File: config.mk
export PLATFORM = sky130hd
export DESIGN_NAME = keypad_entry_display
export DESIGN_NICKNAME = d
export VERILOG_FILES = /design/src/rtl/keypad_entry_display.sv
export SDC_FILE = /design/constraint.sdc
export NUM_CORES = 1
export LEC_CHECK = 0
export ABC_AREA = 1
export BUFFER_PORTS_ARGS = -buffer_cell sky130_fd_sc_hd__buf_2
export CORE_MARGIN = 2
export CORE_UTILIZATION = 35
export DETAILED_ROUTE_END_ITERATION = 16
export PLACE_DENSITY = 0.51
export SLEW_MARGIN = 20
export SYNTH_ARGS = -nofsm -noshare
export SYNTH_HDL_FRONTEND = slang
export SYNTH_SLANG_ARGS = --single-unit
File: constraint.sdc
create_clock -name clk_50MHz -period 6.14 [get_ports clk_50MHz]
set_input_delay 0.307 -clock clk_50MHz [delete_from_list [all_inputs] [get_ports clk_50MHz]]
set_output_delay 0.307 -clock clk_50MHz [all_outputs]
set_load 0.02 [all_outputs]
File: src/rtl/keypad_entry_display.sv
// Matrix keypad scanner with press/release debounce, a shift-in hex digit buffer
// and a multiplexed digit output. Optional clear key: KEYPAD_CLEAR_KEY_EN.
module keypad_entry_display #(
    parameter int ROWS     = 4,
    parameter int COLS     = 4,
    parameter int DIGITS   = 8,
    parameter int SCAN_DIV = 50000,
    parameter int DEBOUNCE = 500000
) (
    input  logic            clk_50MHz,
    input  logic            rst,
    input  logic            en,
    input  logic [ROWS-1:0] swr,
    output logic [COLS-1:0] swc,
    output logic [3:0]      key_code,
    output logic            key_valid,
    output logic [2:0]      sel,
    output logic [3:0]      digit,
    output logic            blank,
    output logic [3:0]      count,
    output logic            full
);

    localparam int DIV_W = $clog2(SCAN_DIV);
    localparam int DB_W  = $clog2(DEBOUNCE);
    localparam logic [DIV_W-1:0] DIV_LAST = DIV_W'(SCAN_DIV - 1);
    localparam logic [DB_W-1:0]  DB_LAST  = DB_W'(DEBOUNCE - 1);
    localparam logic [3:0]       COL_LAST = 4'(COLS - 1);
    localparam logic [2:0]       SEL_LAST = 3'(DIGITS - 1);
    localparam logic [3:0]       DIGITS_W = 4'(DIGITS);

    typedef enum logic [1:0] {
        ST_SCAN     = 2'd0,
        ST_PRESS_DB = 2'd1,
        ST_HELD     = 2'd2,
        ST_REL_DB   = 2'd3
    } state_t;

    state_t                 state_q;
    logic [DIV_W-1:0]       div_q;
    logic [DB_W-1:0]        db_q;
    logic [3:0]             col_q;
    logic [COLS-1:0]        swc_q;
    logic [ROWS-1:0]        snap_q;
    logic [3:0]             code_q;
    logic [3:0]             key_code_q;
    logic                   key_valid_q;

    logic [4*DIGITS-1:0]    buf_q;
    logic [4*DIGITS-1:0]    buf_d;
    logic [3:0]             count_q;
    logic [3:0]             count_d;
    logic                   full_q;
    logic                   full_d;
    logic                   clear_hit_d;

    logic [DIV_W-1:0]       disp_div_q;
    logic [2:0]             sel_q;
    logic [3:0]             digit_q;
    logic                   blank_q;

    logic [3:0]             col_next_d;
    logic                   rows_idle_d;

    // Key code of the lowest-numbered closed row in the given column.
    function automatic logic [3:0] row_code(input logic [ROWS-1:0] rows, input logic [3:0] col);
        logic [3:0] code;
        code = 4'd0;
        for (int r = ROWS - 1; r >= 0; r--) begin
            if (!rows[r]) begin
                code = 4'(r * COLS) + col;
            end
        end
        return code;
    endfunction

    function automatic logic [COLS-1:0] col_drive(input logic [3:0] col);
        logic [COLS-1:0] one;
        one = {{(COLS-1){1'b0}}, 1'b1};
        return ~(one << col);
    endfunction

    assign col_next_d  = (col_q == COL_LAST) ? 4'd0 : col_q + 4'd1;
    assign rows_idle_d = &swr;

    // Scanner FSM: column dwell, press debounce, hold, release debounce.
    always_ff @(posedge clk_50MHz or posedge rst) begin
        if (rst) begin
            state_q     <= ST_SCAN;
            div_q       <= '0;
            db_q        <= '0;
            col_q       <= 4'd0;
            swc_q       <= col_drive(4'd0);
            snap_q      <= '1;
            code_q      <= 4'd0;
            key_code_q  <= 4'd0;
            key_valid_q <= 1'b0;
        end else begin
            key_valid_q <= 1'b0;
            case (state_q)
                ST_SCAN: begin
                    if (div_q == DIV_LAST) begin
                        div_q <= '0;
                        if (!rows_idle_d) begin
                            snap_q  <= swr;
                            code_q  <= row_code(swr, col_q);
                            db_q    <= '0;
                            state_q <= ST_PRESS_DB;
                        end else begin
                            col_q <= col_next_d;
                            swc_q <= col_drive(col_next_d);
                        end
                    end else begin
                        div_q <= div_q + DIV_W'(1);
                    end
                end
                ST_PRESS_DB: begin
                    if (swr == snap_q) begin
                        if (db_q == DB_LAST) begin
                            key_valid_q <= 1'b1;
                            key_code_q  <= code_q;
                            state_q     <= ST_HELD;
                        end else begin
                            db_q <= db_q + DB_W'(1);
                        end
                    end else begin
                        // Bounce: give up on this press and move on.
                        state_q <= ST_SCAN;
                        div_q   <= '0;
                        col_q   <= col_next_d;
                        swc_q   <= col_drive(col_next_d);
                    end
                end
                ST_HELD: begin
                    if (rows_idle_d) begin
                        db_q    <= '0;
                        state_q <= ST_REL_DB;
                    end
                end
                ST_REL_DB: begin
                    if (!rows_idle_d) begin
                        state_q <= ST_HELD;
                    end else if (db_q == DB_LAST) begin
                        state_q <= ST_SCAN;
                        div_q   <= '0;
                        col_q   <= col_next_d;
                        swc_q   <= col_drive(col_next_d);
                    end else begin
                        db_q <= db_q + DB_W'(1);
                    end
                end
                default: begin
                    state_q <= ST_SCAN;
                end
            endcase
        end
    end

`ifdef KEYPAD_CLEAR_KEY_EN
    localparam logic [3:0] CLEAR_CODE = 4'(ROWS * COLS - 1);
    assign clear_hit_d = key_valid_q && en && (key_code_q == CLEAR_CODE);
`else
    assign clear_hit_d = 1'b0;
`endif

    // Buffer next state: clear, shift in the accepted key, or hold.
    always_comb begin
        buf_d   = buf_q;
        count_d = count_q;
        if (clear_hit_d) begin
            buf_d   = '0;
            count_d = 4'd0;
        end else if (key_valid_q && en && !full_q) begin
            buf_d   = {buf_q[4*DIGITS-5:0], key_code_q};
            count_d = count_q + 4'd1;
        end else begin
            buf_d   = buf_q;
            count_d = count_q;
        end
        full_d = (count_d == DIGITS_W);
    end

    // Digit buffer and entry count registers.
    always_ff @(posedge clk_50MHz or posedge rst) begin
        if (rst) begin
            buf_q   <= '0;
            count_q <= 4'd0;
            full_q  <= 1'b0;
        end else begin
            buf_q   <= buf_d;
            count_q <= count_d;
            full_q  <= full_d;
        end
    end

    // Display multiplexer: digit and blank lag sel by one cycle.
    always_ff @(posedge clk_50MHz or posedge rst) begin
        if (rst) begin
            disp_div_q <= '0;
            sel_q      <= 3'd0;
            digit_q    <= 4'd0;
            blank_q    <= 1'b1;
        end else begin
            if (disp_div_q == DIV_LAST) begin
                disp_div_q <= '0;
                sel_q      <= (sel_q == SEL_LAST) ? 3'd0 : sel_q + 3'd1;
            end else begin
                disp_div_q <= disp_div_q + DIV_W'(1);
            end
            digit_q <= buf_q[{sel_q, 2'b00} +: 4];
            blank_q <= ({1'b0, sel_q} >= count_q);
        end
    end

    assign swc       = swc_q;
    assign key_code  = key_code_q;
    assign key_valid = key_valid_q;
    assign sel       = sel_q;
    assign digit     = digit_q;
    assign blank     = blank_q;
    assign count     = count_q;
    assign full      = full_q;

endmodule

* After elaboration in Yosys (flattened, before gate mapping)
Cells that the tools add are included.
W data, S select, Z words.
** Word-level totals
- Flip-flop bits (word level) :: 119
- Output and inout port bits :: 22
- Word-level logic and storage cells :: 105
- Bits of input ports :: 7
** Cells by class
- Reduce and logical (&&, ||, !) cells :: 12
- Equality and inequality tests :: 20
- Shift operators :: 2
- Bitwise logic cells :: 2
- Add/sub/neg operators :: 9
- Mux-type cells :: 43
- Order comparisons :: 1
** Operator list (count)
- $mux W19 :: 6
- $mux W16 :: 5
- $pmux W19 S4 :: 1
- $mux W4 :: 16
- $pmux W16 S3 :: 1
- $add A16 B1 Y16 const B :: 2
- $eq A16 B16 Y1 const B :: 2
- $shiftx A32 B6 Y4 :: 1
- $pmux W4 S3 :: 2
- $add A19 B1 Y19 const B :: 1
- $eq A19 B19 Y1 const B :: 1
- $ne A2 B2 Y1 const B :: 8
- $mux W2 :: 7
- $reduce_and A5 Y1 :: 2
- $add A4 B1 Y4 const B :: 2
- $add A4 B4 Y4 const A :: 2
- $pmux W2 S4 :: 1
- $reduce_and A4 Y1 :: 2
- $ne A3 B3 Y1 const B :: 2
- $reduce_and A3 Y1 :: 2
- $reduce_and A6 Y1 :: 1
- $add A3 B4 Y4 const A :: 1
- $eq A2 B2 Y1 const B :: 2
- $eq A4 B2 Y1 const B :: 1
- 15 further kinds :: 18

* Longest topological paths before layout
Gate-level depths: netlist of the first run.
- Word-level depth :: 7
- Gate-level depth with buffers :: 12
- Gate-level depth less buffers :: 11

* Worst setup path after synthesis of the first run
OpenSTA, ideal clock, no wires.
- Kind :: flip-flop to flip-flop
- From :: register sel_q[0] (netlist: sel[0])
- To :: register blank_q (netlist: blank)
- Setup time :: 74 ps
- Slack :: 4419 ps
- Data arrival time :: 1648 ps
- Path buffers :: 2
- Cell stages (with the launch flop) :: 9
- Clock period less this slack :: 1721 ps
- Data required time :: 6066 ps
- Cell sequence :: dfrtp_1 -> clkbuf_1 -> inv_2 -> clkbuf_1 -> ha_1 -> inv_1 -> a21boi_0 -> o21ai_0 -> a21oi_1
** Between the ends
- Word-level cells in the longest chain between the ends :: 1
** Ends and longest elaborated chain
- start: declaration :: line 58 : logic [2:0] sel_q;
- start signal: assignment :: line 206 : sel_q <= (sel_q == SEL_LAST) ? 3'd0 : sel_q + 3'd1;
- $ge A3 B4 Y1 :: line 211 : blank_q <= ({1'b0, sel_q} >= count_q);
- end signal: assignment :: line 211
- end: declaration :: line 60 : logic blank_q;
Every way passes these cells.
A chain may end at the register's enable or synchronous reset.

* Final worst setup path of the first run
- From :: register db_q[0]
- To :: register div_q[11]
** Between the ends
- Word-level cells in the longest chain between the ends :: 3
** Ends and longest elaborated chain
- start: declaration :: line 41 : logic [DB_W-1:0] db_q;
- start signal: assignment :: line 124 : db_q <= db_q + DB_W'(1);
- start signal: assignment :: line 149 : db_q <= db_q + DB_W'(1);
- $eq A19 B19 Y1 :: line 143 : end else if (db_q == DB_LAST) begin
- $ne A2 B2 Y1 (no source line)
- $reduce_and A4 Y1 (no source line)
- end signal: assignment :: line 114 : div_q <= div_q + DIV_W'(1);
- end: declaration :: line 40 : logic [DIV_W-1:0] div_q;
Every way passes these cells.

==> results of run 1 <==
-- report_power, final --
| part | switching, uW | leakage, uW | internal [uW] |
|---|---|---|---|
| clock | 343 | 0.000289 | 659 |
| sequential | 51.0 | 0.00152 | 836 |
| combinational | 235 | 0.00196 | 103 |
-- through the flow --
step	instance area (sq um)	total power, uW	instances	setup slack (ps)
floorplan	6480	1190	871	2690
global placement	6800	1250	1107	4030
detailed placement	6800	1250	1107	3990
CTS	7390	2260	1139	3970
global route	7390	2350	1139	3720
finish	7390	2230	1139	4040
-- layout make-up --
| type | count | area (sq um) | area share (%) |
|---|---|---|---|
| Timing Repair Buffer | 31 | 163 | 2.20 |
| Multi-Input combinational cell | 628 | 2980 | 40.3 |
| Clock inverter | 8 | 121 | 1.64 |
| Sequential cell | 119 | 2990 | 40.4 |
| Clock buffer | 24 | 472 | 6.38 |
| Tap cell | 229 | 287 | 3.88 |
| Inverter | 100 | 378 | 5.11 |
-- flip-flops by register name, indices dropped and copies added, names as in the netlist --
register    count
key_valid       1
sel             3
col_q           4
snap_q          4
blank           1
count           4
state_q         2
buf_q          32
digit           4
disp_div_q     16
code_q          4
swc             4
key_code        4
full            1
div_q          16
db_q           19
-- placed cells by master, fill, tap and decap left out, types with 10 or more instances in the layout --
master     count
ha_1          11
inv_1         89
nand3_1       36
o21ai_0       50
buf_2         28
clkbuf_16     17
nand4_1       24
o21ai_1       10
nand2_1      306
dfrtp_1      111
a21oi_1       19
nor2_1        86
nor3_1        20
xor2_1        23
-- worst max-delay path by stage --
| stage | to | from | cells after the start | slack, ps |
|---|---|---|---|---|
| final | div_q[11] | db_q[0] | 11 | 4040 |
| after floorplan | buf_q[0] | rst | 1 | 2690 |
| after global placement | div_q[9] | db_q[0] | 11 | 4030 |
| after global routing | div_q[6] | db_q[0] | 11 | 3720 |
| after detailed placement | div_q[13] | db_q[0] | 11 | 3990 |
| after CTS | div_q[13] | db_q[0] | 11 | 3970 |
-- layer usage --
layer / GRT usage, % / routed length (um) / vias up
met5: 0 / 0 / -
met4: 4.52 / 95 / 0
met3: 3.73 / 428 / 10
met2: 25.2 / 6350 / 74
met1: 19.5 / 6850 / 2461
li1: - / - / 2814
-- critical path: stages, from the launching register on --
cell and delay, ps:
dfrtp_1 390, ha_1 180, nand2_1 70, inv_1 70, nand2_1 80, nor2_1 150, nand3_1 130, nand2_1 360
inv_1 140, nor2_4 290, nand2_1 90, nand2_1 80
-- cells by family after synthesis --
| logic type | after synthesis | share of synthesized area [%] |
|---|---|---|
| buf+inv | 124 | 7.93 |
| compound gates | 93 | 7.78 |
| simple gates | 498 | 32.6 |
| xor+xnor | 26 | 3.51 |
| flops | 119 | 46.1 |
| fa+ha+maj | 11 | 2.12 |
==> results.py, run 1 <==
metrics = {
    "critical_path": {
        "startpoint_type": "flip-flop",
        "r2r_slack_ps": 4040,
        "cp.required_ps": 6480,
        "worstSetupEndpointType": "flip-flop",
        "cp.arrival_ps": 2450,
        "reg2regPathDepth": 11,
        "reg2reg_from": "db_q[0]",
        "crit_type": "flip-flop to flip-flop",
        "critPathMaxFanout": 13,
        "rr_endpoint": "div_q[11]",
    },
    "floorplan": {
        "die_x_um": 140,
        "coreArea_sq_um": 18100,
        "rows": 49,
        "start_util_pct": 35.8,
        "dieArea_sq_um": 19600,
        "ios": 29,
        "die_h_um": 140,
    },
    "synth": {
        "yosysMostFrequentCell": "nand2_1",
        "yosys.area.top_type": "dfrtp_1",
        "synth-seq-area-share_pct": 46.1,
        "netlist_instances": 871,
        "syn_avg_cell_area_sq_um": 7.44,
        "synthArstFlopShare_pct": 100,
        "synth_edf_count": 0,
        "synth_cell_type_count": 39,
        "synth_nets": 889,
        "yosysTopAreaCellShare_pct": 42.8,
        "ys_top_cells_by_area": "dfrtp_1 43%, nand2_1 18%, inv_1 5.2%",
        "yosysWarnings": 0,
        "synth_common_cells": "306 x nand2_1, 111 x dfrtp_1, 90 x inv_1",
        "synthesis.area_sq_um": 6480,
        "ys_seq_elements": 119,
        "ys.flop_type": "dfrtp_1",
    },
    "timing": {
        "period_needed_ps": 2100,
        "setup_viol": 0,
        "fmax_ghz": 0.475,
        "worst_clock_skew_ps": 9.05,
        "timing.final.max_slew_violations": 0,
        "final.period_utilization_pct": 34.3,
        "rsz0062_at_grt": "false",
        "final.setup.tns_ps": 0,
        "slew_headroom_pct": 47.5,
        "hold_viol": 0,
        "worst_pin_slew_ps": 788,
        "hold-worst-slack_ps": 8.05,
    },
    "route": {
        "routed_via_density": 4.71,
        "ant_nets": 0,
        "drt_iter0_markers": 242,
        "vias": 5359,
        "drc_errors": 3,
        "wl_per_cell_um": 12.0,
        "wl_mm": 13.7,
        "drtPass1Iterations": 11,
    },
    "finish": {
        "fin_util_pct": 40.9,
        "syn_to_final_growth_pct": 14.0,
        "antenna-diode-count": 0,
        "fillerInstances": 1899,
        "fin_nets": 915,
        "drive_gt1_share_pct": 10.2,
    },
    "pwr": {
        "leakage_uw": 0.00377,
        "power_density_nw_per_um2": 301,
        "ir_worst_vdd_v": 0.000190,
    },
    "grt": {
        "grt_antenna_before_repair": 0,
        "grt_max_degree": 64,
        "grt_pass1_wl_mm": 24.3,
        "grt_pass1_vias": 5108,
        "grt_usage_pct": 15.1,
        "overflow": 0,
    },
    "clock_tree": {
        "cts_tree": "built",
        "cts_hold_buf": 0,
        "clock_latency_ps": 410,
        "ctsRootBufferMaster": "clkbuf_16",
        "cts_setup_buffers": 0,
        "clock_path_buffers": 2,
        "ctsResizeCount": 0,
        "cts.clk_slew.worst_paths_ps": 60,
        "numCtsBuffers": 17,
        "cts_sinks": 119,
        "htree_levels": 4,
    },
    "place": {
        "dp_hpwl_mm": 9.38,
        "gp_congestion": 0.810,
        "io_buffers": 28,
    },
    "job": {
        "drv_cap": 0,
    },
    "run_status": {
        "violations": "DRC",
        "status": "complete, but fails checks",
    },
    "min_path": {
        "hold_path.class": "input port to async pin",
    },
}
No activity file was read; power rests on OpenSTA's default activity.
==> run 2: changes to the inputs <==
--- a/config.mk
+++ b/config.mk
@@ -10,7 +10,7 @@
 export CORE_MARGIN = 2
 export CORE_UTILIZATION = 35
 export DETAILED_ROUTE_END_ITERATION = 16
-export PLACE_DENSITY = 0.51
+export PLACE_DENSITY = 0.53
 export SLEW_MARGIN = 20
 export SYNTH_ARGS = -nofsm -noshare
 export SYNTH_HDL_FRONTEND = slang
==> constraint.sdc (replaced) <==
create_clock -name clk_50MHz -period 1.9 [get_ports clk_50MHz]
set_input_delay 0.095 -clock clk_50MHz [delete_from_list [all_inputs] [get_ports clk_50MHz]]
set_output_delay 0.095 -clock clk_50MHz [all_outputs]
set_load 0.02 [all_outputs]
==> run 2 against run 1 <==
Compared with the run above:
- the run now ends clean
- routed wire length is 3.0% higher
- sequential cell count unchanged
- critical path type unchanged
- largest power group unchanged
- register-to-register slack got worse by 3800 ps
- largest cell class is now multi-input combinational cells
- clock skew hardly changed
- non-clock buffer count is 21 higher
==> results.py, run 2 (synthesis results as in run 1) <==
metrics = {
    "run_status": {
        "status": "complete, no violations",
    },
    "critical_path": {
        "reg2reg_from": "snap_q[1]",
        "critPathMaxFanout": 19,
        "startpoint_type": "flip-flop",
        "cp.arrival_ps": 2050,
        "reg2regPathDepth": 10,
        "crit_type": "flip-flop to flip-flop",
        "worstSetupEndpointType": "flip-flop",
        "rr_endpoint": "db_q[9]",
        "cp.required_ps": 2250,
        "r2r_slack_ps": 200,
    },
    "timing": {
        "hold-worst-slack_ps": 85.1,
        "timing.final.max_slew_violations": 0,
        "period_needed_ps": 1700,
        "final.period_utilization_pct": 89.4,
        "slew_headroom_pct": 55.6,
        "setup_viol": 0,
        "fmax_ghz": 0.589,
        "rsz0062_at_grt": "false",
        "worst_clock_skew_ps": 9.25,
        "final.setup.tns_ps": 0,
        "worst_pin_slew_ps": 667,
        "hold_viol": 0,
    },
    "clock_tree": {
        "htree_levels": 4,
        "clock_path_buffers": 2,
        "cts_tree": "built",
        "clock_latency_ps": 420,
        "cts_sinks": 119,
        "numCtsBuffers": 17,
        "cts.clk_slew.worst_paths_ps": 50,
        "ctsRootBufferMaster": "clkbuf_16",
        "cts_setup_buffers": 0,
    },
    "route": {
        "vias": 5427,
        "wl_per_cell_um": 12.2,
        "drt_iter0_markers": 376,
        "wl_mm": 14.1,
        "routed_via_density": 4.68,
        "drtPass1Iterations": 4,
        "drc_errors": 0,
        "ant_nets": 0,
    },
    "finish": {
        "final_common_cell": "nand2_1",
        "fin_nets": 936,
        "final_cell_mix": "305 x nand2_1, 111 x dfrtp_1, 89 x inv_1",
        "drive_gt1_share_pct": 12.7,
        "regMostFlops": "buf_q",
        "reg_top3": "buf_q x32, db_q x19",
        "fin_util_pct": 42.4,
        "fillerInstances": 1817,
        "final_cells": 1160,
        "largest_reg_flops": 32,
        "syn_to_final_growth_pct": 18.4,
        "fin_area_sq_um": 7670,
        "antenna-diode-count": 0,
    },
    "pwr": {
        "power.internal_uw": 5430,
        "p_sw_uw": 2170,
        "sw_frac_of_total_pct": 28.6,
        "ir_worst_vdd_v": 0.000648,
        "pwr-share-clk_pct": 44.4,
        "power_density_nw_per_um2": 991,
        "pwr-share-seq_pct": 37.2,
        "p_comb_share_pct": 18.5,
        "leakage_uw": 0.00391,
    },
    "job": {
        "drv_cap": 0,
    },
    "floorplan": {
        "die_h_um": 140,
        "coreArea_sq_um": 18100,
        "dieArea_sq_um": 19600,
        "ios": 29,
        "start_util_pct": 35.8,
        "die_x_um": 140,
        "rows": 49,
    },
    "place": {
        "io_buffers": 28,
        "gp_congestion": 0.855,
        "dp.cells": 1123,
        "placed_area_sq_um": 6970,
        "dp_hpwl_mm": 9.42,
    },
    "min_path": {
        "whs_path_depth": 5,
        "hold_path.class": "input port to flip-flop",
        "min_from": "en",
        "min_to": "count[2]",
    },
    "grt": {
        "grt_antenna_before_repair": 0,
        "grt_max_degree": 120,
        "grt_usage_pct": 15.3,
        "grt_pass1_wl_mm": 24.6,
        "grt_pass1_vias": 5152,
        "overflow": 0,
    },
}
-- run 2: metrics by stage --
step / power (uW) / setup slack (ps)
final: 7610 / 202
after global routing: 8020 / 14.0
after CTS: 7690 / 60.4
after detailed placement: 4250 / 93.0
after global placement: 4260 / 144
after floorplan: 3830 / 179
-- run 2: critical path, cell delays in order (launching register included) --
cell	delay (ps)
dfstp_2	530
inv_1	40
nand2_1	40
nand2_1	60
nor2_2	150
nand3_1	160
nand2_1	100
nand2_1	100
inv_2	280
nand2_1	100
nand2_1	80
-- run 2: repair_timing --
item	in CTS	in global routing
hold buffers	5	0
setup endpoints to repair	0	35
endpoints found under the hold margin	115	0
resized for setup	0	7
-- run 2: worst max path at each step --
| stage | depth (start not counted) | to | startpoint |
|---|---|---|---|
| 2_1_floorplan | 8 | blank | sel[0] |
| 3_3_place_gp | 11 | div_q[10] | db_q[0] |
| 3_5_place_dp | 11 | div_q[5] | db_q[0] |
| 4_1_cts | 11 | div_q[15] | db_q[0] |
| 5_1_grt | 12 | div_q[2] | db_q[0] |
| 6_report | 10 | db_q[9] | snap_q[1] |
-- run 2: cell type report --
| cell class | count | area [sq um] | area share (%) |
|---|---|---|---|
| clock buffers | 22 | 484 | 6.31 |
| clock inverters | 10 | 143 | 1.86 |
| inverters | 100 | 379 | 4.94 |
| multi-input cells | 628 | 3010 | 39.2 |
| flip-flops and latches | 119 | 2990 | 38.9 |
| well taps | 229 | 287 | 3.73 |
| repair buffers | 52 | 387 | 5.04 |
-- run 2: metal layers --
metal	up-vias	routed length [um]	track usage, %	part of all wire (%)
met5	-	0	0	0
met4	0	150	4.63	1.1
met3	16	358	3.76	2.5
met2	53	6530	25.3	46
met1	2499	7090	20.1	50
li1	2859	-	-	-
-- run 2: power by group through the flow --
stage                     clock network (uW)  registers (uW)  logic [uW]
after floorplan                            0            2900         932
after global placement                     0            2870        1390
after detailed placement                   0            2870        1380
after CTS                               3460            2820        1400
after global routing                    3590            2850        1570
final                                   3380            2830        1400
==> run 3: changes to the inputs <==
--- a/config.mk
+++ b/config.mk
@@ -10,7 +10,7 @@
 export CORE_MARGIN = 2
 export CORE_UTILIZATION = 35
 export DETAILED_ROUTE_END_ITERATION = 16
-export PLACE_DENSITY = 0.53
+export PLACE_DENSITY = 0.51
 export SLEW_MARGIN = 20
 export SYNTH_ARGS = -nofsm -noshare
 export SYNTH_HDL_FRONTEND = slang
==> constraint.sdc (replaced) <==
create_clock -name clk_50MHz -period 1.7 [get_ports clk_50MHz]
set_input_delay 0.085 -clock clk_50MHz [delete_from_list [all_inputs] [get_ports clk_50MHz]]
set_output_delay 0.085 -clock clk_50MHz [all_outputs]
set_load 0.02 [all_outputs]
==> run 3 against run 2 <==
Compared with the run above:
- the flow now finishes with violations (DRC)
- die area unchanged
- clock skew up 3.4 ps
- sequential power up 12%
- design area up 6.1%
- core utilization up 2.6 points
- sequential cell count unchanged
- non-clock buffer count up 46
- maximum frequency up 5.7%
- combinational power up 26%
- power up 15%
- sequential share of layout area down 2.2 points
- clock power up 12%
- critical endpoint is now div_q[14]
==> results.py, run 3 (synthesis results as in run 1) <==
metrics = {
    "clock_tree": {
        "htree_levels": 4,
        "cts_tree": "built",
        "numCtsBuffers": 17,
        "clock_path_buffers": 2,
        "clock_latency_ps": 410,
        "cts_sinks": 119,
        "ctsRootBufferMaster": "clkbuf_16",
        "cts.clk_slew.worst_paths_ps": 50,
    },
    "timing": {
        "worst_pin_slew_ps": 679,
        "worst_clock_skew_ps": 12.6,
        "worst_slack_ps": 93.4,
        "hold-worst-slack_ps": 76.0,
        "final.setup.tns_ps": 0,
        "period_needed_ps": 1610,
        "setup_viol": 0,
        "fmax_ghz": 0.622,
        "timing.final.max_slew_violations": 0,
        "slew_headroom_pct": 54.7,
        "final.period_utilization_pct": 94.5,
        "hold_viol": 0,
    },
    "critical_path": {
        "cp.arrival_ps": 1950,
        "reg2regPathDepth": 12,
        "critPathMaxFanout": 6,
        "startpoint": "db_q[0]",
        "rr_endpoint": "div_q[14]",
        "crit_type": "flip-flop to flip-flop",
        "worstSetupEndpointType": "flip-flop",
        "reg2reg_from": "db_q[0]",
        "startpoint_type": "flip-flop",
        "r2r_slack_ps": 90,
        "endpoint": "div_q[14]",
        "cp.required_ps": 2050,
    },
    "pwr": {
        "p_sw_uw": 2460,
        "leakage_uw": 0.00416,
        "sw_frac_of_total_pct": 28.2,
        "pwr-share-clk_pct": 43.4,
        "power_uw": 8730,
        "p_comb_share_pct": 20.2,
        "power_density_nw_per_um2": 1070,
        "ir_worst_vdd_v": 0.000964,
        "power.internal_uw": 6260,
        "pwr-share-seq_pct": 36.4,
    },
    "min_path": {
        "hold_path.class": "input port to flip-flop",
    },
    "finish": {
        "largest_reg_flops": 32,
        "syn_to_final_growth_pct": 25.6,
        "multi_input_area_sq_um": 3120,
        "regMostFlops": "buf_q",
        "final_common_cell": "nand2_1",
        "antenna-diode-count": 0,
        "fillerInstances": 1833,
        "regArea_sq_um": 2990,
        "fin_nets": 982,
        "drive_gt1_share_pct": 18.8,
        "reg_top3": "buf_q x32, db_q x19",
        "final_cell_mix": "296 x nand2_1, 111 x dfrtp_1, 85 x inv_1",
        "fin_area_sq_um": 8140,
    },
    "place": {
        "placed_area_sq_um": 7250,
        "gp_congestion": 0.809,
        "io_buffers": 28,
        "dp_hpwl_mm": 9.79,
        "dp_slack_ps": -65.3,
    },
    "floorplan": {
        "die_h_um": 140,
        "ios": 29,
        "start_util_pct": 35.8,
        "rows": 49,
        "dieArea_sq_um": 19600,
        "die_x_um": 140,
        "coreArea_sq_um": 18100,
    },
    "run_status": {
        "violations": "DRC",
        "status": "complete, but fails checks",
    },
    "grt": {
        "grt_max_degree": 120,
        "grt_antenna_before_repair": 0,
        "overflow": 0,
        "grt_pass1_wl_mm": 25.8,
        "grt_pass1_vias": 5398,
        "grt_usage_pct": 15.9,
    },
    "route": {
        "wl_mm": 14.6,
        "vias": 5623,
        "drt_iter0_markers": 338,
        "drc_errors": 3,
        "wl_per_cell_um": 12.1,
        "routed_via_density": 4.66,
        "drtPass1Iterations": 12,
        "ant_nets": 0,
    },
    "job": {
        "drv_cap": 0,
    },
}
-- run 3: worst max-delay path, stage by stage (launching register included) --
cell and delay [ps]:
dfrtp_1 350, ha_2 190, nand2_2 60, inv_2 60
nand2_2 60, nor2_4 130, nand3_4 110, nand2_4 120
inv_2 50, nor2_4 140, clkbuf_16 170, nand2_1 50
nand2_1 50
-- run 3: through the flow --
| step | utilization [%] | std cells |
|---|---|---|
| after detailed placement | 40.1 | 1162 |
| after CTS | 43.9 | 1199 |
| final | 45.0 | 1206 |
| after floorplan | - | 871 |
| after global placement | 40.1 | 1162 |
| after global routing | 45.0 | 1206 |
-- run 3: final cells by class --
type,instances,area share [%]
inverters,100,4.75
flip-flops and latches,119,36.7
clock buffers,23,5.75
clock inverters,9,1.86
repair buffers,98,9.19
well taps,229,3.52
multi-input cells,628,38.3
-- run 3: how the worst min path moves through the flow --
stage	from	to	cells after the start
2_1_floorplan	swr[1]	snap_q[1]	2
3_3_place_gp	rst	disp_div_q[3]	3
3_5_place_dp	rst	disp_div_q[3]	3
4_1_cts	en	count[0]	4
5_1_grt	en	count[0]	4
6_report	en	count[0]	4
-- run 3: power by group through the flow --
| stage | Clock [uW] | Sequential [uW] | Combinational, uW |
|---|---|---|---|
| floorplan | 0 | 3240 | 1040 |
| finish | 3790 | 3180 | 1760 |
| global placement | 0 | 3190 | 1580 |
| detailed placement | 0 | 3190 | 1570 |
| CTS | 3890 | 3150 | 1590 |
| global route | 4020 | 3200 | 1990 |
-- run 3: repair_timing --
action | in CTS | in global routing
hold buffers | 5 | 0
resized for setup | 5 | 40
hold endpoints to repair | 115 | 0
gates cloned | 0 | 1
setup endpoints to repair | 43 | 50
pin swaps | 0 | 15
buffers inserted | 0 | 6
-- run 3: metal layers --
metal / vias up / part of all wire, % / wire length (um) / global-route usage, %
met5: - / 0 / 0 / 0
met4: 0 / 1.2 / 175 / 4.47
met3: 16 / 3.4 / 493 / 3.93
met2: 73 / 46 / 6730 / 25.7
met1: 2574 / 49 / 7240 / 21.5
li1: 2960 / - / - / -
